===== src/rtl/noc_pkg.sv =====
// -----------------------------------------------------------------------------
// noc_pkg
// Shared constants and small helpers for the 4-port (E/W/S/N) mesh router.
// Flits are FLIT_W bits wide: bit VALID_BIT marks a valid flit and the
// DEST_W-bit field starting at DEST_LSB holds the destination output port.
// Port indices are shared by the input side (FIFO number) and the output side
// (crossbar output number), so a U-turn simply means dest == source.
// -----------------------------------------------------------------------------
package noc_pkg;

   // Number of router ports and the flit field layout
   localparam int NPORT     = 4;
   localparam int FLIT_W    = 21;
   localparam int VALID_BIT = 0;
   localparam int DEST_LSB  = 1;
   localparam int DEST_W    = 2;

   // A port index selects one of the NPORT inputs or outputs
   typedef logic [DEST_W-1:0] port_idx_t;

   // Port numbering used throughout the router
   localparam port_idx_t PORT_E = 2'd0;
   localparam port_idx_t PORT_W = 2'd1;
   localparam port_idx_t PORT_S = 2'd2;
   localparam port_idx_t PORT_N = 2'd3;

   // Next port in round-robin order; wraps naturally from N back to E
   function automatic port_idx_t portNext(input port_idx_t p);
      return p + port_idx_t'(1);
   endfunction

endpackage


===== src/rtl/noc_rr_arb4.sv =====
// -----------------------------------------------------------------------------
// noc_rr_arb4
// Purely combinational 4-request round-robin arbiter. The winner is the first
// asserted request found when scanning i_ptr, i_ptr+1, ... (mod 4). The
// pointer itself lives in the parent so that it only advances when the grant
// is actually taken.
//
// Ports:
//   i_req      [3:0]  request vector, one bit per candidate input
//   i_ptr      [1:0]  highest-priority index for this evaluation
//   o_gnt_vld         at least one request was asserted
//   o_gnt_idx  [1:0]  index of the winning request (i_ptr when none)
// -----------------------------------------------------------------------------
module noc_rr_arb4
   import noc_pkg::*;
(
   input  logic [NPORT-1:0] i_req,
   input  port_idx_t        i_ptr,
   output logic             o_gnt_vld,
   output port_idx_t        o_gnt_idx
);

   port_idx_t w_idx;

   // Scan from the lowest priority offset up to offset 0 so that the last
   // match written is the highest-priority one. This keeps the loop free of
   // early exits while still yielding a single winner.
   always_comb begin
      o_gnt_vld = 1'b0;
      o_gnt_idx = i_ptr;
      w_idx     = i_ptr;
      for (int k = NPORT - 1; k >= 0; k--) begin
         w_idx = i_ptr + port_idx_t'(k);
         if (i_req[w_idx]) begin
            o_gnt_vld = 1'b1;
            o_gnt_idx = w_idx;
         end
      end
   end

endmodule


===== src/rtl/noc_switch_allocator.sv =====
// -----------------------------------------------------------------------------
// noc_switch_allocator
// Switch allocator and credit-based flow control for the 4-port mesh router.
// Every cycle each output port runs its own round-robin arbiter over the input
// FIFO heads that want it. A grant produces, one clock later, a pop strobe
// to the winning input FIFO plus the crossbar valid/select for the output.
// Each output tracks the free slots of the downstream router's input FIFO
// with a credit counter and never grants while that counter is zero.
//
// Ports:
//   clk                   clock
//   reset                 asynchronous, active-high reset
//   i_req_valid  [3:0]    input i has a valid head flit (0=E,1=W,2=S,3=N)
//   i_req_dest   [7:0]    destination of input i head at [2i+1:2i]
//   i_credit_ret [3:0]    pulse: downstream of output j freed one slot
//   o_pop        [3:0]    registered dequeue strobe to input FIFO i
//   o_xbar_vld   [3:0]    registered: output j carries a flit this cycle
//   o_xbar_sel   [7:0]    registered: source input of output j at [2j+1:2j]
//   o_credit_zero[3:0]    combinational: credit counter j is empty
//   o_credit_err          sticky: credit returned to an already-full counter
// -----------------------------------------------------------------------------
module noc_switch_allocator
   import noc_pkg::*;
#(
   parameter int CREDITS = 4
)(
   input  logic                 clk,
   input  logic                 reset,
   input  logic [NPORT-1:0]     i_req_valid,
   input  logic [2*NPORT-1:0]   i_req_dest,
   input  logic [NPORT-1:0]     i_credit_ret,
   output logic [NPORT-1:0]     o_pop,
   output logic [NPORT-1:0]     o_xbar_vld,
   output logic [2*NPORT-1:0]   o_xbar_sel,
   output logic [NPORT-1:0]     o_credit_zero,
   output logic                 o_credit_err
);

   localparam int            CW         = $clog2(CREDITS + 1);
   localparam logic [CW-1:0] CREDIT_MAX = CW'(CREDITS);
   localparam logic [CW-1:0] CREDIT_ONE = CW'(1);

   // Registered state
   logic [NPORT-1:0]   r_pop;
   logic [NPORT-1:0]   r_xbar_vld;
   logic [2*NPORT-1:0] r_xbar_sel;
   logic               r_credit_err;
   port_idx_t          r_ptr    [NPORT];
   logic [CW-1:0]      r_credit [NPORT];

   // Combinational arbitration signals
   logic [NPORT-1:0]   w_elig [NPORT];
   logic [NPORT-1:0]   w_gnt_vld;
   port_idx_t          w_gnt_idx [NPORT];
   logic [NPORT-1:0]   w_pop_next;
   logic [NPORT-1:0]   w_credit_zero;

   // Build one request vector per output. An input that was popped last
   // cycle still shows its old head (the FIFO advances one edge after the
   // pop), so it is masked out to avoid sending the same flit twice. An
   // output with no credit accepts nobody, which is what prevents underflow.
   always_comb begin
      for (int j = 0; j < NPORT; j++) begin
         w_elig[j] = '0;
         for (int i = 0; i < NPORT; i++) begin
            w_elig[j][i] = i_req_valid[i]
                         & (i_req_dest[2*i +: 2] == port_idx_t'(j))
                         & ~r_pop[i]
                         & (r_credit[j] != '0);
         end
      end
   end

   // One independent round-robin arbiter per output port. Each input
   // requests a single destination, so it can win at most one output.
   for (genvar j = 0; j < NPORT; j++) begin : g_arb
      noc_rr_arb4 u_arb (
         .i_req     (w_elig[j]),
         .i_ptr     (r_ptr[j]),
         .o_gnt_vld (w_gnt_vld[j]),
         .o_gnt_idx (w_gnt_idx[j])
      );
   end

   // Translate the per-output grants back into per-input pop requests.
   always_comb begin
      w_pop_next = '0;
      for (int j = 0; j < NPORT; j++) begin
         if (w_gnt_vld[j]) begin
            w_pop_next[w_gnt_idx[j]] = 1'b1;
         end
      end
   end

   // Grant registers: pop strobes, crossbar controls and round-robin
   // pointers. An output without a grant keeps its select and pointer so the
   // priority order is only disturbed by an actual transfer. Reset drops any
   // grant that was about to be issued.
   always_ff @(posedge clk or posedge reset) begin
      if (reset) begin
         r_pop      <= '0;
         r_xbar_vld <= '0;
         r_xbar_sel <= '0;
         for (int j = 0; j < NPORT; j++) begin
            r_ptr[j] <= '0;
         end
      end else begin
         r_pop      <= w_pop_next;
         r_xbar_vld <= w_gnt_vld;
         for (int j = 0; j < NPORT; j++) begin
            if (w_gnt_vld[j]) begin
               r_xbar_sel[2*j +: 2] <= w_gnt_idx[j];
               r_ptr[j]             <= portNext(w_gnt_idx[j]);
            end
         end
      end
   end

   // Credit counters. A grant consumes a downstream slot, a return frees
   // one; both in the same cycle cancel out. A return onto a full counter
   // means the neighbour returned more credits than it was given, so the
   // counter holds and the sticky error flag is raised until reset.
   always_ff @(posedge clk or posedge reset) begin
      if (reset) begin
         r_credit_err <= 1'b0;
         for (int j = 0; j < NPORT; j++) begin
            r_credit[j] <= CREDIT_MAX;
         end
      end else begin
         for (int j = 0; j < NPORT; j++) begin
            case ({w_gnt_vld[j], i_credit_ret[j]})
               2'b10: r_credit[j] <= r_credit[j] - CREDIT_ONE;
               2'b01: begin
                  if (r_credit[j] == CREDIT_MAX) begin
                     r_credit_err <= 1'b1;
                  end else begin
                     r_credit[j] <= r_credit[j] + CREDIT_ONE;
                  end
               end
               default: r_credit[j] <= r_credit[j];
            endcase
         end
      end
   end

   // Empty-credit flags are read straight off the counters so upstream
   // logic sees back-pressure in the same cycle the counter reaches zero.
   always_comb begin
      for (int j = 0; j < NPORT; j++) begin
         w_credit_zero[j] = (r_credit[j] == '0);
      end
   end

   assign o_pop         = r_pop;
   assign o_xbar_vld    = r_xbar_vld;
   assign o_xbar_sel    = r_xbar_sel;
   assign o_credit_zero = w_credit_zero;
   assign o_credit_err  = r_credit_err;

endmodule


===== config.mk =====
export PLATFORM = sky130hd
export DESIGN_NAME = noc_switch_allocator
export DESIGN_NICKNAME = d
export VERILOG_FILES = /design/src/rtl/noc_pkg.sv /design/src/rtl/noc_rr_arb4.sv /design/src/rtl/noc_switch_allocator.sv
export SDC_FILE = /design/constraint.sdc
export NUM_CORES = 1
export LEC_CHECK = 0
export BUFFER_PORTS_ARGS = -buffer_cell sky130_fd_sc_hd__buf_2
export CELL_PAD_IN_SITES_DETAIL_PLACEMENT = 1
export CELL_PAD_IN_SITES_GLOBAL_PLACEMENT = 1
export CORE_MARGIN = 5
export CORE_UTILIZATION = 40
export CTS_CLUSTER_SIZE = 20
export DETAILED_ROUTE_END_ITERATION = 8
export PLACE_DENSITY = 0.84
export SLEW_MARGIN = 15
export SYNTH_ARGS = -nofsm -noshare
export SYNTH_HDL_FRONTEND = slang
export SYNTH_HIERARCHICAL = 1
export SYNTH_SLANG_ARGS = --single-unit

===== constraint.sdc =====
create_clock -name clk -period 2.5 [get_ports clk]
set_input_delay 0.75 -clock clk [delete_from_list [all_inputs] [get_ports clk]]
set_output_delay 0.75 -clock clk [all_outputs]
set_load 0.02 [all_outputs]

==> results of run 1 <==
through the flow:
stage               setup TNS [ns]  total power, mW  area [um^2]  setup WS (ns)  hold WS [ns]
CTS                        -0.0349             4.66         3730        -0.0300         0.523
detailed placement           -4.64             4.09         3560         -0.424         0.504
finish                       -1.11             5.22         4020         -0.202         0.516
global route                 -2.01             5.53         4020         -0.263         0.544
floorplan                   -0.202             2.96         2930        -0.0723         0.511
global placement             -2.73             3.87         3560         -0.261         0.485
layout make-up:
type	count	area, um^2
timing repair buffer	101	716
tap	80	100
inverter	23	96.3
fill	760	2700
clock inverter	3	17.5
multi-input combinational	223	2090
sequential	37	931
clock buffer	5	68.8
cell usage in the layout, fill, tap and decap left out, types with 4 or more instances in the layout:
cell       Yosys  routed
buf_6          0       6
o21ai_0       12       4
ha_1          16       9
nor3b_4        0       4
ha_4           0       5
a22oi_2        0       5
buf_4          0      57
and3b_1        4       4
nand2b_1      11       9
or4_4          0       4
and2b_1        4       4
nor2_1        16       9
inv_1         23      17
dfstp_2        4       4
clkbuf_8       0       5
mux2_2        17      14
o21ai_1        0       8
a2bb2oi_1      4       4
a211oi_1       7       7
nand2_4        0       4
dfrtp_1       33      33
nor2_2         0       5
nor3_1        11       4
buf_2          9      36
and2b_2        8       8
nand2_1       17      10
a21oi_1       13      12
nand3b_1       7       7
o221a_2        4       4
nor3_4         0       6
or2_0          4       4
nor2b_1       12      10
metal layers:
| metal | GRT usage, % | routed length [um] | vias up |
|---|---|---|---|
| met3 | 4.22 | 416 | 37 |
| met5 | 0 | 0 | - |
| met1 | 26.6 | 4230 | 1432 |
| li1 | - | - | 1237 |
| met4 | 10.6 | 499 | 0 |
| met2 | 41.1 | 5930 | 103 |
how the worst min path moves through the flow:
stage	start	end	slack, ns	cells past startpoint
finish	o_xbar_sel[2]	o_xbar_sel[2]	0.52	1
global route	o_xbar_sel[5]	o_xbar_sel[5]	0.54	1
CTS	o_xbar_sel[5]	o_xbar_sel[5]	0.52	1
detailed placement	o_xbar_sel[5]	o_xbar_sel[5]	0.50	1
global placement	o_xbar_sel[2]	o_xbar_sel[2]	0.48	1
floorplan	r_ptr[2]	r_ptr[2]	0.51	1
timing repair:
action / 4_1_cts / 5_1_grt
setup buffers: 4 / 8
pin swaps: 11 / 17
resized for setup: 16 / 57
cloned: 0 / 0
endpoints found under the setup margin: 11 / 16
power by group through the flow:
stage | Clock (mW) | Sequential, mW | Combinational, mW
floorplan | 0 | 1.30 | 1.67
global placement | 0 | 1.15 | 2.72
detailed placement | 0 | 1.17 | 2.92
CTS | 0.441 | 1.17 | 3.06
global route | 0.470 | 1.23 | 3.83
finish | 0.441 | 1.20 | 3.58
worst max-delay path, cell delays in order (launching register included):
cell	delay, ns
dfstp_2	0.56
or3_4	0.18
inv_6	0.04
nor4b_4	0.35
buf_4	0.20
and2b_2	0.24
o21ai_1	0.15
o221a_2	0.29
inv_4	0.07
ha_4	0.16
a22oi_2	0.23
nand2_1	0.11
sequential cells by signal, indices dropped and copies added, names as in the netlist:
signal        count
o_credit_err      1
r_ptr             8
o_pop             4
r_credit         12
o_xbar_sel        8
o_xbar_vld        4
kinds of logic after synthesis:
logic type / Yosys count / share of synthesized area (%)
fa+ha+maj: 20 / 10.3
compound gates: 61 / 15.4
mux: 19 / 7.77
buf+inv: 34 / 5.20
simple gates: 123 / 27.1
flops: 37 / 34.2
==> impl_metrics.json, run 1 <==
{
  "status": "complete, but fails checks",
  "violations": "setup timing",
  "yosys.cell_types.count": 42,
  "crit_fanout": 3,
  "synth_cells": 294,
  "netlist.area_leader.share_pct": 30.4,
  "grt_usage_pct": 23.1,
  "seqPwrFrac_pct": 23.0,
  "clockPowerShare_pct": 8.4,
  "avgViaCountPerCell": 5.95,
  "cp-start-kind": "flip-flop",
  "end_kind": "flip-flop",
  "reg2reg_slack_ns": -0.20,
  "cts-root-buf": "clkbuf_8",
  "synth.most_common_cell": "dfrtp_1",
  "power.leakage_nw": 1.85,
  "drc": 0,
  "critPathKind": "flip-flop to flip-flop",
  "die_area_mm2": 0.00855,
  "hold_buffers": 0,
  "period_share_pct": 108,
  "synth_top_area_cell": "dfrtp_1",
  "htreeDepth": 2,
  "clkSlewWorstSetupHoldPaths_ns": 0.08,
  "crit_start": "r_credit[8]",
  "p_sw_mw": 2.45,
  "ys_ff_latch": 37,
  "totalWireLength_um": 11100,
  "synth_area_leaders": "dfrtp_1 30%, ha_1 7.4%, mux2_2 7.0%",
  "fmaxAchievable_mhz": 370,
  "cts.sinks": 37,
  "final.setup.worst_slack_ns": -0.202,
  "swShare_pct": 46.9,
  "cts_tree": "done",
  "fin_util_pct": 59.8,
  "setup_viol": 8,
  "final_hold_viol_count": 0,
  "crit_required_ns": 2.67,
  "power-per-cell-area_mw_per_mm2": 1300,
  "clkLatencyLatePin_ns": 0.30,
  "rsz0062_at_grt": "true",
  "r2r_start": "r_credit[8]",
  "worst_slew_pin_slew_ns": 0.496,
  "hold_path.class": "flip-flop to flip-flop",
  "seq_area_frac_synth_pct": 34.2,
  "ios": 39,
  "syn_to_final_growth_pct": 47.6,
  "port_buffers": 38,
  "grt_pass1_vias": 2907,
  "crit_end": "o_pop[0]",
  "ir_worst_vdd_mv": 0.573,
  "synth_top_flop_cell": "dfrtp_1",
  "slew_headroom_pct": 66.9,
  "syn-num-nets": 332,
  "grt_pass1_wl_um": 15400,
  "p_comb_share_pct": 68.6,
  "synthTopCellsByCount": "33 x dfrtp_1, 23 x inv_1, 17 x mux2_2, 17 x nand2_1",
  "grt_max_degree": 38,
  "num_vias": 2809,
  "post-place-cells": 452,
  "cts-buffers-inserted": 5,
  "report.final.slew_viol_count": 0,
  "post_route_cells_drive_above_1_share_pct": 52.8,
  "yosysWarnings": 6,
  "synth-edff-count": 0,
  "antenna_found_initial": 0,
  "period_minus_slack_ns": 2.70,
  "final_antenna_net_count": 0,
  "nets": 429,
  "grt_remaining_overflow": 0,
  "row_count": 30,
  "die_y_um": 92.5,
  "async_flop_share_pct": 100,
  "r2r.worst_path.cells": 11,
  "drt_iter0_drc": 189,
  "r2r_end": "o_pop[0]",
  "start_util_pct": 40.5,
  "synth.avg_cell_area_um2": 9.25,
  "syn_area_mm2": 0.00272,
  "fin_skew_ns": 0.00403,
  "avgRoutedWirePerCell_um": 23.5,
  "clockBufferDepth": 2,
  "cp.arrival_ns": 2.88,
  "p_int_mw": 2.77,
  "layout.cells.non_filler": 472,
  "core-area_mm2": 0.00672,
  "drv_cap": 0,
  "die_width_um": 92.5,
  "dp_hpwl_um": 6460,
  "firstDrtPassIters": 4,
  "gp_congestion": 0.824,
  "n_antenna_cell": 0
}
No activity file was read; power rests on OpenSTA's default activity.
==> run 2, diff against run 1 <==
--- a/config.mk
+++ b/config.mk
@@ -5,15 +5,15 @@
 export SDC_FILE = /design/constraint.sdc
 export NUM_CORES = 1
 export LEC_CHECK = 0
+export ABC_AREA = 1
 export BUFFER_PORTS_ARGS = -buffer_cell sky130_fd_sc_hd__buf_2
 export CELL_PAD_IN_SITES_DETAIL_PLACEMENT = 1
 export CELL_PAD_IN_SITES_GLOBAL_PLACEMENT = 1
 export CORE_MARGIN = 5
-export CORE_UTILIZATION = 40
+export CORE_UTILIZATION = 37
 export CTS_CLUSTER_SIZE = 20
 export DETAILED_ROUTE_END_ITERATION = 8
-export PLACE_DENSITY = 0.84
-export SLEW_MARGIN = 15
+export PLACE_DENSITY = 0.83
 export SYNTH_ARGS = -nofsm -noshare
 export SYNTH_HDL_FRONTEND = slang
 export SYNTH_HIERARCHICAL = 1
==> impl_metrics.json, run 2 <==
{
  "status": "complete, but fails checks",
  "violations": "setup timing",
  "design_area_mm2": 0.00441,
  "netlist.area_leader.share_pct": 26.3,
  "multi_input_area_mm2": 0.00218,
  "drc": 0,
  "clkLatencyLatePin_ns": 0.31,
  "layout.cells.non_filler": 701,
  "period_share_pct": 103,
  "critPathKind": "input pin to flip-flop",
  "fin_util_pct": 53.4,
  "synthTopCellsByCount": "215 x nand2_1, 68 x inv_1, 33 x dfrtp_1, 28 x nand3_1",
  "grt_pass1_vias": 3707,
  "r2r_end": "r_credit[8]",
  "cts-root-buf": "clkbuf_8",
  "rsz0062_at_grt": "true",
  "yosys.cell_types.count": 25,
  "num-fill-cells": 1100,
  "min_to": "o_xbar_sel[6]",
  "post_route_cells_drive_above_1_share_pct": 39.3,
  "htreeDepth": 2,
  "postPlaceCellArea_mm2": 0.00384,
  "num_vias": 3521,
  "core-area_mm2": 0.00826,
  "setup_viol": 7,
  "synth.most_common_cell": "nand2_1",
  "yosysWarnings": 6,
  "firstDrtPassIters": 4,
  "grt_usage_pct": 20.7,
  "layout_common_cells": "190 x nand2_1, 60 x buf_4, 58 x inv_1",
  "r2r.worst_path.cells": 19,
  "syn_area_mm2": 0.00314,
  "synth_top_area_cell": "dfrtp_1",
  "report.final.slew_viol_count": 0,
  "start_util_pct": 38.0,
  "worst_slew_pin_slew_ns": 0.559,
  "final_common_cell": "nand2_1",
  "cp-start-kind": "input pin",
  "crit_fanout": 3,
  "regMostFlops": "r_credit",
  "synth_cells": 490,
  "synth_top_flop_cell": "dfrtp_1",
  "die_area_mm2": 0.0104,
  "ios": 39,
  "dp_hpwl_um": 8130,
  "drv_cap": 0,
  "port_buffers": 38,
  "grt_pass1_wl_um": 17200,
  "fin_skew_ns": 0.0158,
  "r2r_start": "r_credit[8]",
  "ys_ff_latch": 37,
  "cts_tree": "done",
  "synth.avg_cell_area_um2": 6.41,
  "syn-num-nets": 528,
  "avgViaCountPerCell": 5.02,
  "synth-edff-count": 0,
  "crit_required_ns": 2.70,
  "gp_congestion": 0.868,
  "grt_remaining_overflow": 0,
  "synth_area_leaders": "dfrtp_1 26%, nand2_1 26%, inv_1 8.1%",
  "drt_iter0_drc": 129,
  "seq_area_um2": 932,
  "async_flop_share_pct": 100,
  "final_antenna_net_count": 0,
  "setup_tns_ns": -0.224,
  "period_minus_slack_ns": 2.56,
  "hold_path_depth": 2,
  "die_y_um": 102,
  "nets": 633,
  "antenna_found_initial": 0,
  "row_count": 33,
  "cts.sinks": 37,
  "grt_max_degree": 38,
  "final_hold_viol_count": 0,
  "slew_headroom_pct": 62.7,
  "syn_to_final_growth_pct": 40.5,
  "clockBufferDepth": 2,
  "final.setup.worst_slack_ns": -0.0645,
  "clkSlewWorstSetupHoldPaths_ns": 0.09,
  "reg2reg_slack_ns": -0.03,
  "seq_area_frac_synth_pct": 29.7,
  "cts-buffers-inserted": 5,
  "totalWireLength_um": 11600,
  "post-place-cells": 673,
  "fmaxAchievable_mhz": 390,
  "avgRoutedWirePerCell_um": 16.6,
  "min_from": "o_xbar_sel[6]",
  "largest_reg_flops": 12,
  "n_antenna_cell": 0,
  "hold_path.class": "flip-flop to flip-flop",
  "die_width_um": 102,
  "end_kind": "flip-flop",
  "cp.arrival_ns": 2.76
}
[run 2: stage by stage]
step	hold WS, ns	setup slack (ns)
2_1_floorplan	0.475	-0.0805
3_3_place_gp	0.456	-0.269
3_5_place_dp	0.457	-0.389
4_1_cts	0.488	-0.0107
5_1_grt	0.535	-0.228
6_report	0.489	-0.0645
[run 2: layout make-up]
class	count	area share [%]
tap	105	2.98
sequential	37	21.1
clock inverter	1	0.199
timing repair buffer	103	16.2
multi-input combinational	361	49.3
clock buffer	7	2.18
inverter	87	7.97
[run 2: worst max path at each step]
stage | startpoint | to | slack [ns] | cells past startpoint
global route | i_req_dest[2] | r_ptr[3] | -0.23 | 17
global placement | i_req_dest[2] | r_credit[11] | -0.27 | 19
detailed placement | i_req_dest[1] | r_credit[8] | -0.39 | 20
finish | i_req_dest[2] | r_ptr[3] | -0.06 | 17
floorplan | i_req_dest[2] | r_credit[10] | -0.08 | 15
CTS | r_credit[8] | r_credit[8] | -0.01 | 19
[run 2: critical path, cell delays in order]
cell and delay (ns):
buf_2 0.11, or2_4 0.25, nor3_2 0.27, inv_1 0.15, nand2_2 0.12, nand3_2 0.11
nand2_2 0.10, inv_1 0.04, nand2_1 0.05, nand2_1 0.07, nand2_1 0.06, nand2_1 0.07
nand2_2 0.12, inv_2 0.06, ha_1 0.29, nand2_1 0.09, nand2_1 0.06
[run 2: what timing repair did]
action	4_1_cts	5_1_grt
hold buffers	0	0
endpoints found under the setup margin	13	20
pin swaps	4	40
endpoints found under the hold margin	0	0
setup buffers	6	18
gates resized for setup	16	67
[run 2: kinds of logic after synthesis]
group	count (synthesis)	synth area share, %
and+or+nand+nor	306	41.9
buffers and inverters	92	12.8
DFF	37	29.7
AOI/OAI and AO/OA	35	6.66
adders and majority gates	20	8.93
[run 2: metal layers]
layer	part of all wire [%]	vias up	GRT usage, %
li1	-	1704	-
met1	40	1735	24.0
met2	55	63	39.2
met3	2.6	19	2.59
met4	2.1	0	6.66
met5	0	-	0
Power of run 2 is not shown: default switching activity piles up to over one toggle a cycle in this logic, so the estimate is an artifact.
